<file path="config.mk">
export PLATFORM = sky130hd
export DESIGN_NAME = pwm_peripheral_flat
export DESIGN_NICKNAME = d
export VERILOG_FILES = /design/src/rtl/pwm_peripheral_if.sv /design/src/rtl/pwm_peripheral.sv /design/src/flat_wrapper.sv
export SDC_FILE = /design/constraint.sdc
export NUM_CORES = 1
export LEC_CHECK = 0
export BUFFER_PORTS_ARGS = -buffer_cell sky130_fd_sc_hd__buf_4
export CAP_MARGIN = 15
export CORE_ASPECT_RATIO = 0.5
export CORE_MARGIN = 2
export CORE_UTILIZATION = 30
export DETAILED_ROUTE_END_ITERATION = 8
export PLACE_DENSITY_LB_ADDON = 0.1
export SETUP_SLACK_MARGIN = 0.1
export SLEW_MARGIN = 20
export SYNTH_ARGS = -nofsm -noshare
export SYNTH_HDL_FRONTEND = slang
export SYNTH_SLANG_ARGS = --single-unit
</file>
<file path="constraint.sdc">
create_clock -name clk -period 1.8 [get_ports clk]
set_clock_uncertainty 0.05 [all_clocks]
set_input_delay 0.36 -clock clk [delete_from_list [all_inputs] [get_ports clk]]
set_output_delay 0.36 -clock clk [all_outputs]
set_load 0.02 [all_outputs]
</file>
<file path="src/rtl/pwm_peripheral_if.sv">
// Configuration/status bundle between the SPI register file and the PWM
// output stage. The master side owns the five configuration registers and
// the peripheral (slave) side owns the user outputs and the period marker.
interface pwm_peripheral_if;
  logic [7:0]  en_reg_out_7_0;
  logic [7:0]  en_reg_out_15_8;
  logic [7:0]  en_reg_pwm_7_0;
  logic [7:0]  en_reg_pwm_15_8;
  logic [7:0]  pwm_duty_cycle;
  logic [15:0] out;
  logic        period_start;

  modport master (
    output en_reg_out_7_0,
    output en_reg_out_15_8,
    output en_reg_pwm_7_0,
    output en_reg_pwm_15_8,
    output pwm_duty_cycle,
    input  out,
    input  period_start
  );

  modport slave (
    input  en_reg_out_7_0,
    input  en_reg_out_15_8,
    input  en_reg_pwm_7_0,
    input  en_reg_pwm_15_8,
    input  pwm_duty_cycle,
    output out,
    output period_start
  );
endinterface

</file>
<file path="src/rtl/pwm_peripheral.sv">
// PWM output stage: 16 user outputs, each forced low, held high or driven by
// one shared 8-bit PWM waveform. A prescaler slows the PWM counter, the
// counter runs 0..254 (255 ticks per period) and the duty cycle is
// double-buffered so a new value only takes effect at a period boundary.
module pwm_peripheral #(
  parameter  int CLK_DIV = 13,
  localparam int DIV_W   = (CLK_DIV > 1) ? $clog2(CLK_DIV) : 1
) (
  input  logic             clk,
  input  logic             rst_n,
  pwm_peripheral_if.slave  bus
);

  localparam logic [DIV_W-1:0] DIV_LAST  = DIV_W'(CLK_DIV - 1);
  localparam logic [DIV_W-1:0] DIV_ONE   = DIV_W'(1);
  localparam logic [7:0]       CNT_LAST  = 8'd254;
  localparam logic [7:0]       DUTY_FULL = 8'hFF;

  logic [DIV_W-1:0] prescaler_r;
  logic [7:0]       pwm_cnt_r;
  logic [7:0]       duty_shadow_r;
  logic [15:0]      out_r;
  logic             period_start_r;

  logic             tick_s;
  logic             wrap_s;
  logic             pwm_level_s;
  logic [15:0]      en_out_s;
  logic [15:0]      en_pwm_s;
  logic [15:0]      out_next_s;

  // Counter strobes: one tick per CLK_DIV clocks, wrap on the last tick of a period
  always_comb begin
    tick_s = 1'b0;
    wrap_s = 1'b0;
    if (prescaler_r == DIV_LAST) begin
      tick_s = 1'b1;
      if (pwm_cnt_r == CNT_LAST) begin
        wrap_s = 1'b1;
      end else begin
        wrap_s = 1'b0;
      end
    end else begin
      tick_s = 1'b0;
      wrap_s = 1'b0;
    end
  end

  // Shared PWM level; full-scale duty is forced high so the wrap cycle cannot glitch low
  always_comb begin
    pwm_level_s = 1'b0;
    if (duty_shadow_r == DUTY_FULL) begin
      pwm_level_s = 1'b1;
    end else begin
      pwm_level_s = (pwm_cnt_r < duty_shadow_r);
    end
  end

  // Per-bit output select: disabled -> 0, enabled static -> 1, enabled PWM -> level
  always_comb begin
    en_out_s   = {bus.en_reg_out_15_8, bus.en_reg_out_7_0};
    en_pwm_s   = {bus.en_reg_pwm_15_8, bus.en_reg_pwm_7_0};
    out_next_s = en_out_s & (~en_pwm_s | {16{pwm_level_s}});
  end

  // Prescaler: counts 0..CLK_DIV-1 and wraps
  always_ff @(posedge clk or negedge rst_n) begin
    if (!rst_n) begin
      prescaler_r <= '0;
    end else if (tick_s) begin
      prescaler_r <= '0;
    end else begin
      prescaler_r <= prescaler_r + DIV_ONE;
    end
  end

  // PWM counter: advances on each tick, 254 wraps to 0 so 255 is never reached
  always_ff @(posedge clk or negedge rst_n) begin
    if (!rst_n) begin
      pwm_cnt_r <= 8'd0;
    end else if (wrap_s) begin
      pwm_cnt_r <= 8'd0;
    end else if (tick_s) begin
      pwm_cnt_r <= pwm_cnt_r + 8'd1;
    end else begin
      pwm_cnt_r <= pwm_cnt_r;
    end
  end

  // Duty shadow: captures the requested duty only on the wrap edge
  always_ff @(posedge clk or negedge rst_n) begin
    if (!rst_n) begin
      duty_shadow_r <= 8'h00;
    end else if (wrap_s) begin
      duty_shadow_r <= bus.pwm_duty_cycle;
    end else begin
      duty_shadow_r <= duty_shadow_r;
    end
  end

  // Period marker: one-clock pulse in the first cycle with pwm_cnt==0 after a wrap
  always_ff @(posedge clk or negedge rst_n) begin
    if (!rst_n) begin
      period_start_r <= 1'b0;
    end else begin
      period_start_r <= wrap_s;
    end
  end

  // Output register: enables act immediately, one clock after they change
  always_ff @(posedge clk or negedge rst_n) begin
    if (!rst_n) begin
      out_r <= 16'h0000;
    end else begin
      out_r <= out_next_s;
    end
  end

  assign bus.out          = out_r;
  assign bus.period_start = period_start_r;

endmodule

</file>
<file path="src/flat_wrapper.sv">
// flat-port wrapper written by rule: the top's interface ports become plain ports
module pwm_peripheral_flat 
#(
  parameter  int CLK_DIV = 13,
  localparam int DIV_W   = (CLK_DIV > 1) ? $clog2(CLK_DIV) : 1
)
  (clk, rst_n, bus_en_reg_out_7_0, bus_en_reg_out_15_8, bus_en_reg_pwm_7_0, bus_en_reg_pwm_15_8, bus_pwm_duty_cycle, bus_out, bus_period_start);
  pwm_peripheral_if bus_i ();
  input  logic clk;
  input  logic rst_n;
  input wire logic [$bits(bus_i.en_reg_out_7_0)-1:0] bus_en_reg_out_7_0;
  input wire logic [$bits(bus_i.en_reg_out_15_8)-1:0] bus_en_reg_out_15_8;
  input wire logic [$bits(bus_i.en_reg_pwm_7_0)-1:0] bus_en_reg_pwm_7_0;
  input wire logic [$bits(bus_i.en_reg_pwm_15_8)-1:0] bus_en_reg_pwm_15_8;
  input wire logic [$bits(bus_i.pwm_duty_cycle)-1:0] bus_pwm_duty_cycle;
  output wire logic [$bits(bus_i.out)-1:0] bus_out;
  output wire logic [$bits(bus_i.period_start)-1:0] bus_period_start;
  assign bus_i.en_reg_out_7_0 = bus_en_reg_out_7_0;
  assign bus_i.en_reg_out_15_8 = bus_en_reg_out_15_8;
  assign bus_i.en_reg_pwm_7_0 = bus_en_reg_pwm_7_0;
  assign bus_i.en_reg_pwm_15_8 = bus_en_reg_pwm_15_8;
  assign bus_i.pwm_duty_cycle = bus_pwm_duty_cycle;
  assign bus_out = bus_i.out;
  assign bus_period_start = bus_i.period_start;
  pwm_peripheral #(.CLK_DIV(CLK_DIV)) u_core (.clk(clk), .rst_n(rst_n), .bus(bus_i));
endmodule
</file>
==> results.toml <==
[clock_tree]
cts_buffers = 5
h-tree-depth = 2
clock-sinks = 37
clock_path_buffers = 2
clock_latency_ns = 0.28
clk_pin_slew_ns = 0.05
cts_root_buf = "clkbuf_16"
cts_tree = "yes"

[drt]
drt_iter0_drc = 20
vias_per_cell = 4.450
antenna_left = 0
first_pass_iters = 4
wl_met2_mm = 1.766
routed_wl_mm = 3.944
drc = 0
avgRoutedWirePerCell_um = 12.76
vias = 1375
route.top_layer_used = "met4"
drt-met1-wl_mm = 1.814
met3_length_um = 305

[sta]
tightest_slew_ns = 0.4741
hold_viol = 22
maxSlewViolCount = 0
slew_headroom_pct = 68.39
fmaxAchievable_mhz = 552.8
rsz0062_at_grt = "yes"
fin_crit_ns = 1.809
fin_crit_sh_pct = 100.5
fin_ws_ns = -0.008858
timing.hold.ws_ns = -0.01161
finalSetupViolCount = 9

[placed_design]
portBuffers = 58
gp_congestion = 0.7762
dp_hpwl_mm = 2.972
dp.cells = 292

[die]
fp.dieW_um = 111.8
die_y_um = 57.88
die-area_um2 = 6468
io_pins = 59
rows = 19
initial_core_util_pct = 31.44
core_area_um2 = 5539

[global_routing]
grt_usage_pct = 13.34
globalRoute.totalOverflow = 0
grt_pass1_vias = 1479
grt_pass1_wl_mm = 6.720
grt_max_degree = 38
antenna_found_initial = 0

[worst_setup_path]
criticalPathCategory = "register to register"
slowest_stage = "dfrtp_1"
r2r_setup_slack_ns = -0.009
cp.required_ns = 1.96
critPathArrivalTime_ns = 1.97
cpPeakStageDelay_ns = 0.39
cp_top_family = "compound AO/OA/AOI/OAI gates"
endpoint_kind = "register"
worstPathMaxFanout = 5
critPathLaunchType = "register"
crit_buf_inv = 4
worstPathCellList = "inv_2, ha_4, buf_6, a41o_1, a21oi_2, o32ai_4, buf_12, buf_4, a21boi_2"

[yosys]
synth_area_um2 = 1742
syn_area_per_cell_um2 = 11.85
syn-instance-count = 147
async_flop_share_pct = 100.0
synth.ff_latch_count = 37
synth_fp_nets = 200
ys_types = 34
synth_flop_cell = "dfrtp_1"
ys_seq_area_share_pct = 53.16
synth_edf_count = 0
yosysWarnings = 0

[layout]
layout_common_cells = "buf_4 (76), dfrtp_1 (36), a21boi_2 (13)"
layout_commonest_cell = "buf_4"
instances_no_fill = 309
syn_to_final_growth_pct = 57.61
nets = 288
drive_gt1_share_pct = 53.81
antenna_cells = 0
final_util_pct = 49.56

[power_and_ir_drop]
leakage_nw = 1.335
power_per_cell_area_nw_per_um2 = 698.7
ir_drop_mv = 0.3615
total_power_mw = 1.918

[outcome]
violations = "negative hold slack, negative setup slack"
outcome = "finished with violations"

[run]
cap_violations = 0

[worst_hold_path]
holdCritPathClass = "primary input to async pin"
[final timing paths]
path / from / endpoint / cells past startpoint
worst max register to register: u_core.duty_shadow_r[6] / u_core.bus.out[13] / 9
max in group asynchronous: rst_n / u_core.pwm_cnt_r[0] / 1
min in group clk: bus_en_reg_pwm_7_0[3] / u_core.bus.out[3] / 2
worst max-delay path: u_core.duty_shadow_r[6] / u_core.bus.out[13] / 9
worst min-delay path: rst_n / u_core.bus.out[11] / 1
worst min register to register: u_core.prescaler_r[0] / u_core.prescaler_r[0] / 2
[report_power, final]
group | switching (mW) | internal [mW]
sequential | 0.00507 | 0.850
clock | 0.321 | 0.586
combinational | 0.0639 | 0.0923
total | 0.390 | 1.53
[area by class of cell]
type / instances / area [um2]
multi-input combinational: 96 / 840.8
clock buffer: 7 / 152.6
inverter: 11 / 41.29
tap: 73 / 91.34
timing repair buffer: 84 / 686.9
fill: 527 / 2794
sequential: 37 / 927.1
clock inverter: 1 / 5.005
[flip-flops by register name, summed over array words and instances, names as in the netlist]
signal and flops:
u_core.duty_shadow_r 8, u_core.bus.out 16, u_core.bus.period_start 1, u_core.prescaler_r 4, u_core.pwm_cnt_r 8
[Yosys cell counts (3+ instances only)]
master | number | area, um2
a21boi_0 | 6 | 45.04
a21boi_2 | 10 | 112.6
a21oi_1 | 4 | 20.02
dfrtp_1 | 37 | 925.9
ha_1 | 11 | 137.6
inv_1 | 11 | 41.29
nand2_1 | 13 | 48.80
nand4_1 | 3 | 18.77
nor2_1 | 10 | 37.54
o21ai_0 | 9 | 45.04
[through the flow]
step	area, um2	setup TNS, ns	hold WS (ns)	worst slack, ns
2_1_floorplan	1770	0	0.01441	0.1054
3_3_place_gp	2404	-3.798	0.3071	-0.2956
3_5_place_dp	2404	-4.406	0.3102	-0.3794
4_1_cts	2695	-0.09039	0.01271	-0.01476
5_1_grt	2745	-0.8543	0.03012	-0.08852
6_report	2745	-0.04898	-0.01161	-0.008858
[cell families (layout without fill, tap and decap cells)]
family / count (synthesis) / in the layout / synth area share [%]
AND/OR/NAND/NOR: 39 / 39 / 12.14
XOR/XNOR: 4 / 4 / 2.012
flip-flops: 37 / 37 / 53.16
multiplexers: 2 / 2 / 1.221
adder cells (fa/ha/maj): 11 / 11 / 7.902
buffers and inverters: 14 / 103 / 3.592
AO/OA/AOI/OAI: 40 / 40 / 19.97
[metal layers]
| metal | track usage [%] | up-vias |
|---|---|---|
| met2 | 20.87 | 43 |
| met5 | 0 | - |
| met4 | 4.938 | 0 |
| met1 | 17.02 | 638 |
| met3 | 5.335 | 5 |
| li1 | - | 689 |
[repair_timing]
item / CTS / global route
setup buffers: 6 / 3
gates resized for setup: 11 / 17
cloned: 1 / 0
pin swaps: 19 / 5
hold buffers: 0 / 0
setup endpoints to repair: 16 / 29
endpoints found under the hold margin: 0 / 0
Note: power is estimated with default switching activity, not from simulation.
